==> src/rtl/div_stream_ctrl.sv <==
`timescale 1ns/1ps
// div_stream_ctrl: valid/ready issue/collect front end for a fixed-latency pipelined divider.
// Optional build macro DIV_STREAM_DIVZERO_EN adds the out_divzero flag per result.
module div_stream_ctrl #(
  parameter int DATA_LEN    = 32,
  parameter int DIV_LATENCY = 6,
  parameter int FIFO_DEPTH  = 16
) (
  input  logic                          clk,
  input  logic                          reset,
  input  logic                          in_valid,
  output logic                          in_ready,
  input  logic [DATA_LEN-1:0]           in_a,
  input  logic [DATA_LEN-1:0]           in_b,
  output logic [DATA_LEN-1:0]           div_a,
  output logic [DATA_LEN-1:0]           div_b,
  input  logic [DATA_LEN-1:0]           div_result,
  output logic                          out_valid,
  input  logic                          out_ready,
  output logic [DATA_LEN-1:0]           out_data,
`ifdef DIV_STREAM_DIVZERO_EN
  output logic                          out_divzero,
`endif
  input  logic                          flush_req,
  output logic                          flush_done,
  output logic [$clog2(FIFO_DEPTH):0]   inflight
);

  localparam int PTR_W = $clog2(FIFO_DEPTH);
  localparam int CNT_W = PTR_W + 1;
  localparam logic [CNT_W:0] DEPTH_C = (CNT_W + 1)'(FIFO_DEPTH);
`ifdef DIV_STREAM_DIVZERO_EN
  localparam int ENTRY_W = DATA_LEN + 1;
`else
  localparam int ENTRY_W = DATA_LEN;
`endif

  typedef enum logic [1:0] {
    ST_RUN   = 2'd0,
    ST_DRAIN = 2'd1,
    ST_DONE  = 2'd2
  } state_t;

  state_t               state_q, state_d;
  logic [DATA_LEN-1:0]  div_a_q, div_a_d;
  logic [DATA_LEN-1:0]  div_b_q, div_b_d;
  logic [DIV_LATENCY:0] tag_q, tag_d;
  logic [CNT_W-1:0]     inflight_q, inflight_d;
  logic [CNT_W-1:0]     count_q, count_d;
  logic [PTR_W-1:0]     wr_ptr_q, wr_ptr_d;
  logic [PTR_W-1:0]     rd_ptr_q, rd_ptr_d;
  logic [ENTRY_W-1:0]   mem_q [FIFO_DEPTH];

  logic                 accept;
  logic                 capture;
  logic                 pop;
  logic [CNT_W:0]       credit_used;
  logic [ENTRY_W-1:0]   wr_entry;
  logic [ENTRY_W-1:0]   head;

  // Credit covers both queued results and ops still inside the divider, so a
  // capture can never find the FIFO full.
  assign credit_used = {1'b0, count_q} + {1'b0, inflight_q};
  assign in_ready    = ~reset & (state_q == ST_RUN) & (credit_used < DEPTH_C);
  assign accept      = in_valid & in_ready;
  // tag_q[0] travels with the div_a/div_b register; stages 1..DIV_LATENCY
  // mirror the divider's own registers, so the last stage flags a valid quotient.
  assign capture     = tag_q[DIV_LATENCY];
  assign out_valid   = (count_q != '0);
  assign pop         = out_valid & out_ready;

  always_comb begin
    // NOTE: every signal gets a default first so no path leaves it unassigned (no latches).
    div_a_d    = div_a_q;
    div_b_d    = div_b_q;
    tag_d      = {tag_q[DIV_LATENCY-1:0], accept};
    inflight_d = inflight_q;
    count_d    = count_q;
    wr_ptr_d   = wr_ptr_q;
    rd_ptr_d   = rd_ptr_q;

    if (accept) begin
      div_a_d = in_a;
      div_b_d = in_b;
    end

    if (accept && !capture) begin
      inflight_d = inflight_q + CNT_W'(1);
    end else if (!accept && capture) begin
      inflight_d = inflight_q - CNT_W'(1);
    end

    if (capture && !pop) begin
      count_d = count_q + CNT_W'(1);
    end else if (!capture && pop) begin
      count_d = count_q - CNT_W'(1);
    end

    if (capture) begin
      wr_ptr_d = wr_ptr_q + PTR_W'(1);
    end
    if (pop) begin
      rd_ptr_d = rd_ptr_q + PTR_W'(1);
    end
  end

  always_comb begin
    state_d    = state_q;
    flush_done = 1'b0;
    unique case (state_q)
      ST_RUN: begin
        if (flush_req) begin
          state_d = ST_DRAIN;
        end
      end
      ST_DRAIN: begin
        if ((inflight_q == '0) && (count_q == '0)) begin
          state_d = ST_DONE;
        end
      end
      ST_DONE: begin
        flush_done = 1'b1;
        state_d    = ST_RUN;
      end
      default: state_d = ST_RUN;
    endcase
  end

  always_ff @(posedge clk or posedge reset) begin
    // NOTE: state registers use non-blocking assignments so every flop samples pre-edge values.
    if (reset) begin
      state_q    <= ST_RUN;
      div_a_q    <= '0;
      div_b_q    <= '0;
      tag_q      <= '0;
      inflight_q <= '0;
      count_q    <= '0;
      wr_ptr_q   <= '0;
      rd_ptr_q   <= '0;
    end else begin
      state_q    <= state_d;
      div_a_q    <= div_a_d;
      div_b_q    <= div_b_d;
      tag_q      <= tag_d;
      inflight_q <= inflight_d;
      count_q    <= count_d;
      wr_ptr_q   <= wr_ptr_d;
      rd_ptr_q   <= rd_ptr_d;
    end
  end

`ifdef DIV_STREAM_DIVZERO_EN
  logic [DIV_LATENCY:0] dz_q, dz_d;

  always_comb begin
    dz_d = {dz_q[DIV_LATENCY-1:0], accept & (in_b == '0)};
  end

  always_ff @(posedge clk or posedge reset) begin
    if (reset) begin
      dz_q <= '0;
    end else begin
      dz_q <= dz_d;
    end
  end

  assign wr_entry    = {dz_q[DIV_LATENCY], div_result};
  assign out_divzero = out_valid & head[DATA_LEN];
`else
  assign wr_entry    = div_result;
`endif

  // NOTE: the storage array has no reset; empty entries are never visible because
  // out_data is gated by out_valid, which comes from the reset count.
  always_ff @(posedge clk) begin
    if (capture) begin
      mem_q[wr_ptr_q] <= wr_entry;
    end
  end

  assign head     = mem_q[rd_ptr_q];
  assign out_data = out_valid ? head[DATA_LEN-1:0] : '0;
  assign div_a    = div_a_q;
  assign div_b    = div_b_q;
  assign inflight = inflight_q;

endmodule

==> config.mk <==
export PLATFORM = sky130hd
export DESIGN_NAME = div_stream_ctrl
export DESIGN_NICKNAME = d
export VERILOG_FILES = /design/src/rtl/div_stream_ctrl.sv
export SDC_FILE = /design/constraint.sdc
export NUM_CORES = 1
export LEC_CHECK = 0
export BUFFER_PORTS_ARGS = -buffer_cell sky130_fd_sc_hd__buf_2
export CORE_ASPECT_RATIO = 1.1
export CORE_MARGIN = 4
export CORE_UTILIZATION = 50
export DETAILED_ROUTE_END_ITERATION = 7
export PLACE_DENSITY_LB_ADDON = 0.1
export SLEW_MARGIN = 30
export SYNTH_ARGS = -nofsm -noshare
export SYNTH_HDL_FRONTEND = slang
export SYNTH_SLANG_ARGS = --single-unit
==> constraint.sdc <==
create_clock -name clk -period 5.57 [get_ports clk]
set_input_delay 1.671 -clock clk [delete_from_list [all_inputs] [get_ports clk]]
set_output_delay 1.671 -clock clk [all_outputs]
set_load 0.05 [all_outputs]
==> run_results.csv <==
group,metric,value,unit
run_status,status,"finished clean",
placement,io_buffers,204,
timing,finalSetupViolations,0,
global_routing,grt_overflow,0,
worst_hold_path,worst_hold_path.endpoint,"tag_q[6]",
global_routing,grt_pass1_vias,12000,
final_layout,final_cell_mix,"512 x edfxtp_1, 204 x buf_2, 128 x mux4_2",
final_layout,fillers,3292,
placement,placedCellCount,1833,
final_layout,drive_above_1_share,42.1,%
power_and_ir_drop,power.leakage,9.61,nW
logic_synthesis,syn_area,23300,um2
worst_setup_path,worstSetupEndpointType,"primary output",
clock_tree,cts_buffers,59,
global_routing,grtUsageTotal,19.7,%
worst_hold_path,min_path_type,"flip-flop to flip-flop",
final_layout,fin_nets,1426,
logic_synthesis,synthCells,1063,
clock_tree,clk_pin_slew,60,ps
drt,vias,11200,
timing,worst_clock_skew,19.8,ps
drt,firstDrtPassIters,5,
power_and_ir_drop,vdd_drop_max,249,uV
run,maxCapViolCount,0,
drt,first_iter_violations,857,
drt,post_drt_via_cell_ratio,5.76,
final_layout,multiInputGateArea,5430,um2
timing,fin_crit_sh,87.5,%
worst_setup_path,reg2reg_from,"count_q[1]",
logic_synthesis,synth.largest_area_cell,"edfxtp_1",
global_routing,antenna_found_initial,6,
power_and_ir_drop,switching_share,19.3,%
worst_hold_path,hold_start,"tag_q[5]",
timing,fin_ws,696,ps
final_layout,final_area,27000,um2
floorplanning,start_util,50.9,%
power_and_ir_drop,pwr-share-clk,43.2,%
clock_tree,clock_sinks,603,
clock_tree,cts_tree,"done",
worst_setup_path,reg2reg_depth,9,
worst_setup_path,crit_arrival,3200,ps
placement,hpwl,28.1,mm
placement,dpl_worst_slack,1240,ps
power_and_ir_drop,internal_power,7.09,mW
global_routing,grt_pass1_wl,75.3,mm
timing,tns,0,ps
clock_tree,worstSkewPairLatency,610,ps
logic_synthesis,synth_area_leaders,"edfxtp_1 66%, mux4_2 12%, dfrtp_1 9.8%, mux2_2 4.8%, a221o_1 1.4%",
timing,max-slew-margin-rel,45.0,%
floorplanning,die_area,50200,um2
final_layout,final_common_cell,"edfxtp_1",
clock_tree,cts_resized,0,
logic_synthesis,yosysSeqAreaShare,75.6,%
logic_synthesis,synth_fp_nets,1183,
worst_setup_path,r2r-end,"count_q[4]",
timing,post-route-min-period,4870,ps
power_and_ir_drop,pwr_density_cell,325,nW/um2
worst_setup_path,cp-start-kind,"flip-flop",
drt,antenna_left,0,
logic_synthesis,synth_cell_type_count,40,
placement,placed_area,25200,um2
timing,hold_violations,0,
power_and_ir_drop,pwr-share-comb,1.1,%
timing,clock.fmax,205,MHz
logic_synthesis,yosys.area.top_type_share,65.9,%
drt,wl_per_cell,25.3,um
clock_tree,cts_htree_levels,2,
timing,fin_hold_ws,347,ps
logic_synthesis,yosysWarningCount,0,
timing,rsz0062_at_grt,"no",
worst_setup_path,crit_required,3900,ps
clock_tree,holdBufCountCts,0,
floorplanning,die-height,235,um
logic_synthesis,ys_seq_elements,603,
drt,wl,49.3,mm
floorplanning,io_pins,205,
final_layout,syn_to_final_growth,15.8,%
floorplanning,rows,82,
clock_tree,cts-root-buf,"clkbuf_16",
clock_tree,post_cts_buffers,0,
worst_hold_path,hold_path_depth,0,
floorplanning,core-area,45900,um2
clock_tree,cts_buffer_depth,3,
power_and_ir_drop,p_total,8.78,mW
final_layout,fin_util,58.9,%
global_routing,grt_max_degree,66,
timing,tightest_slew,825,ps
final_layout,layout.cells.non_filler,1946,
timing,slew_viol_final,0,
worst_setup_path,path_class,"flip-flop to primary output",
logic_synthesis,syn-mean-instance-area,22.0,um2
worst_setup_path,rrSetupSlack,2090,ps
power_and_ir_drop,power.switching,1.69,mW
drt,drc,0,
final_layout,seqCellArea,17700,um2
floorplanning,die_w,214,um
worst_setup_path,critPathMaxFanout,55,
power_and_ir_drop,seqPwrFrac,55.8,%
placement,gp_congestion,0.695,
-- worst max-delay path by stage --
| stage | from | end | slack, ps | cells after the start |
|---|---|---|---|---|
| finish | rd_ptr_q[1] | out_data[20] | 700 | 5 |
| global route | rd_ptr_q[1] | out_data[29] | 530 | 5 |
| CTS | rd_ptr_q[1] | out_data[29] | 580 | 5 |
| detailed placement | rd_ptr_q[1] | out_data[29] | 1240 | 5 |
| global placement | count_q[1] | out_data[12] | 970 | 6 |
| floorplan | reset | inflight[4] | 1160 | 12 |
-- synthesized netlist by cell type --
cell type,number
or2_4,1
edfxtp_1,512
mux4_2,128
nand2_1,8
and2b_1,14
a221o_2,2
inv_1,6
nor2b_4,1
ha_1,17
buf_2,21
dfrtp_1,91
a221o_1,32
nor3_1,4
nor4_1,3
xor2_1,4
a21boi_0,3
nor2b_1,19
clkbuf_1,19
nand4_1,2
and3_1,1
and2_1,16
or4_1,1
o211ai_2,1
xnor2_1,8
nor3b_1,2
o21ai_0,6
nand3_1,2
a21o_1,5
a31oi_1,2
buf_6,8
a2111oi_0,2
fa_1,2
and3b_1,1
buf_1,5
mux2_2,99
a211oi_1,1
a21oi_1,4
nor2_1,8
or4_4,1
o21ai_1,1
-- final cells by class --
class,instances,area share (%)
Antenna cell,1,0.00926
Multi-Input combinational cell,401,20.1
Timing Repair Buffer,235,4.92
Clock buffer,93,6.23
Tap cell,588,2.72
Inverter,6,0.102
Clock inverter,19,0.597
Sequential cell,603,65.3
-- worst max-delay path: stages (launching register included) --
cell	delay (ps)
dfrtp_4	710
buf_12	410
mux4_2	570
mux2_2	280
a221o_1	320
buf_2	230
-- routing by layer --
metal  global-route usage, %  wire length, um
met5                       0               67
met4                    4.32              867
met3                    4.48             2870
met2                    30.8            23800
met1                    29.0            21700
-- state kept, by name (all words and copies together), names as in the netlist --
register	cells
div_b	32
wr_ptr_q	4
div_a	32
state_q	2
inflight	5
mem_q	512
rd_ptr_q	4
count_q	5
tag_q	7
-- kinds of logic after synthesis --
group,after synthesis,synth area share [%]
and+or+nand+nor,84,2.21
xor gates and xnor gates,12,0.450
muxes,227,17.1
buffers and inverters,59,1.32
adders and majority gates,19,1.08
AOI/OAI and AO/OA,59,2.18
DFF,603,75.6
-- power by group through the flow --
| stage | clock [mW] | combinational, mW | sequential, mW |
|---|---|---|---|
| after floorplan | 0 | 0.0101 | 4.99 |
| after global placement | 0 | 0.0896 | 4.99 |
| after detailed placement | 0 | 0.0952 | 4.99 |
| after CTS | 3.89 | 0.0952 | 4.90 |
| after global routing | 4.08 | 0.107 | 4.89 |
| final | 3.79 | 0.0931 | 4.90 |
No activity file was read; power rests on OpenSTA's default activity.
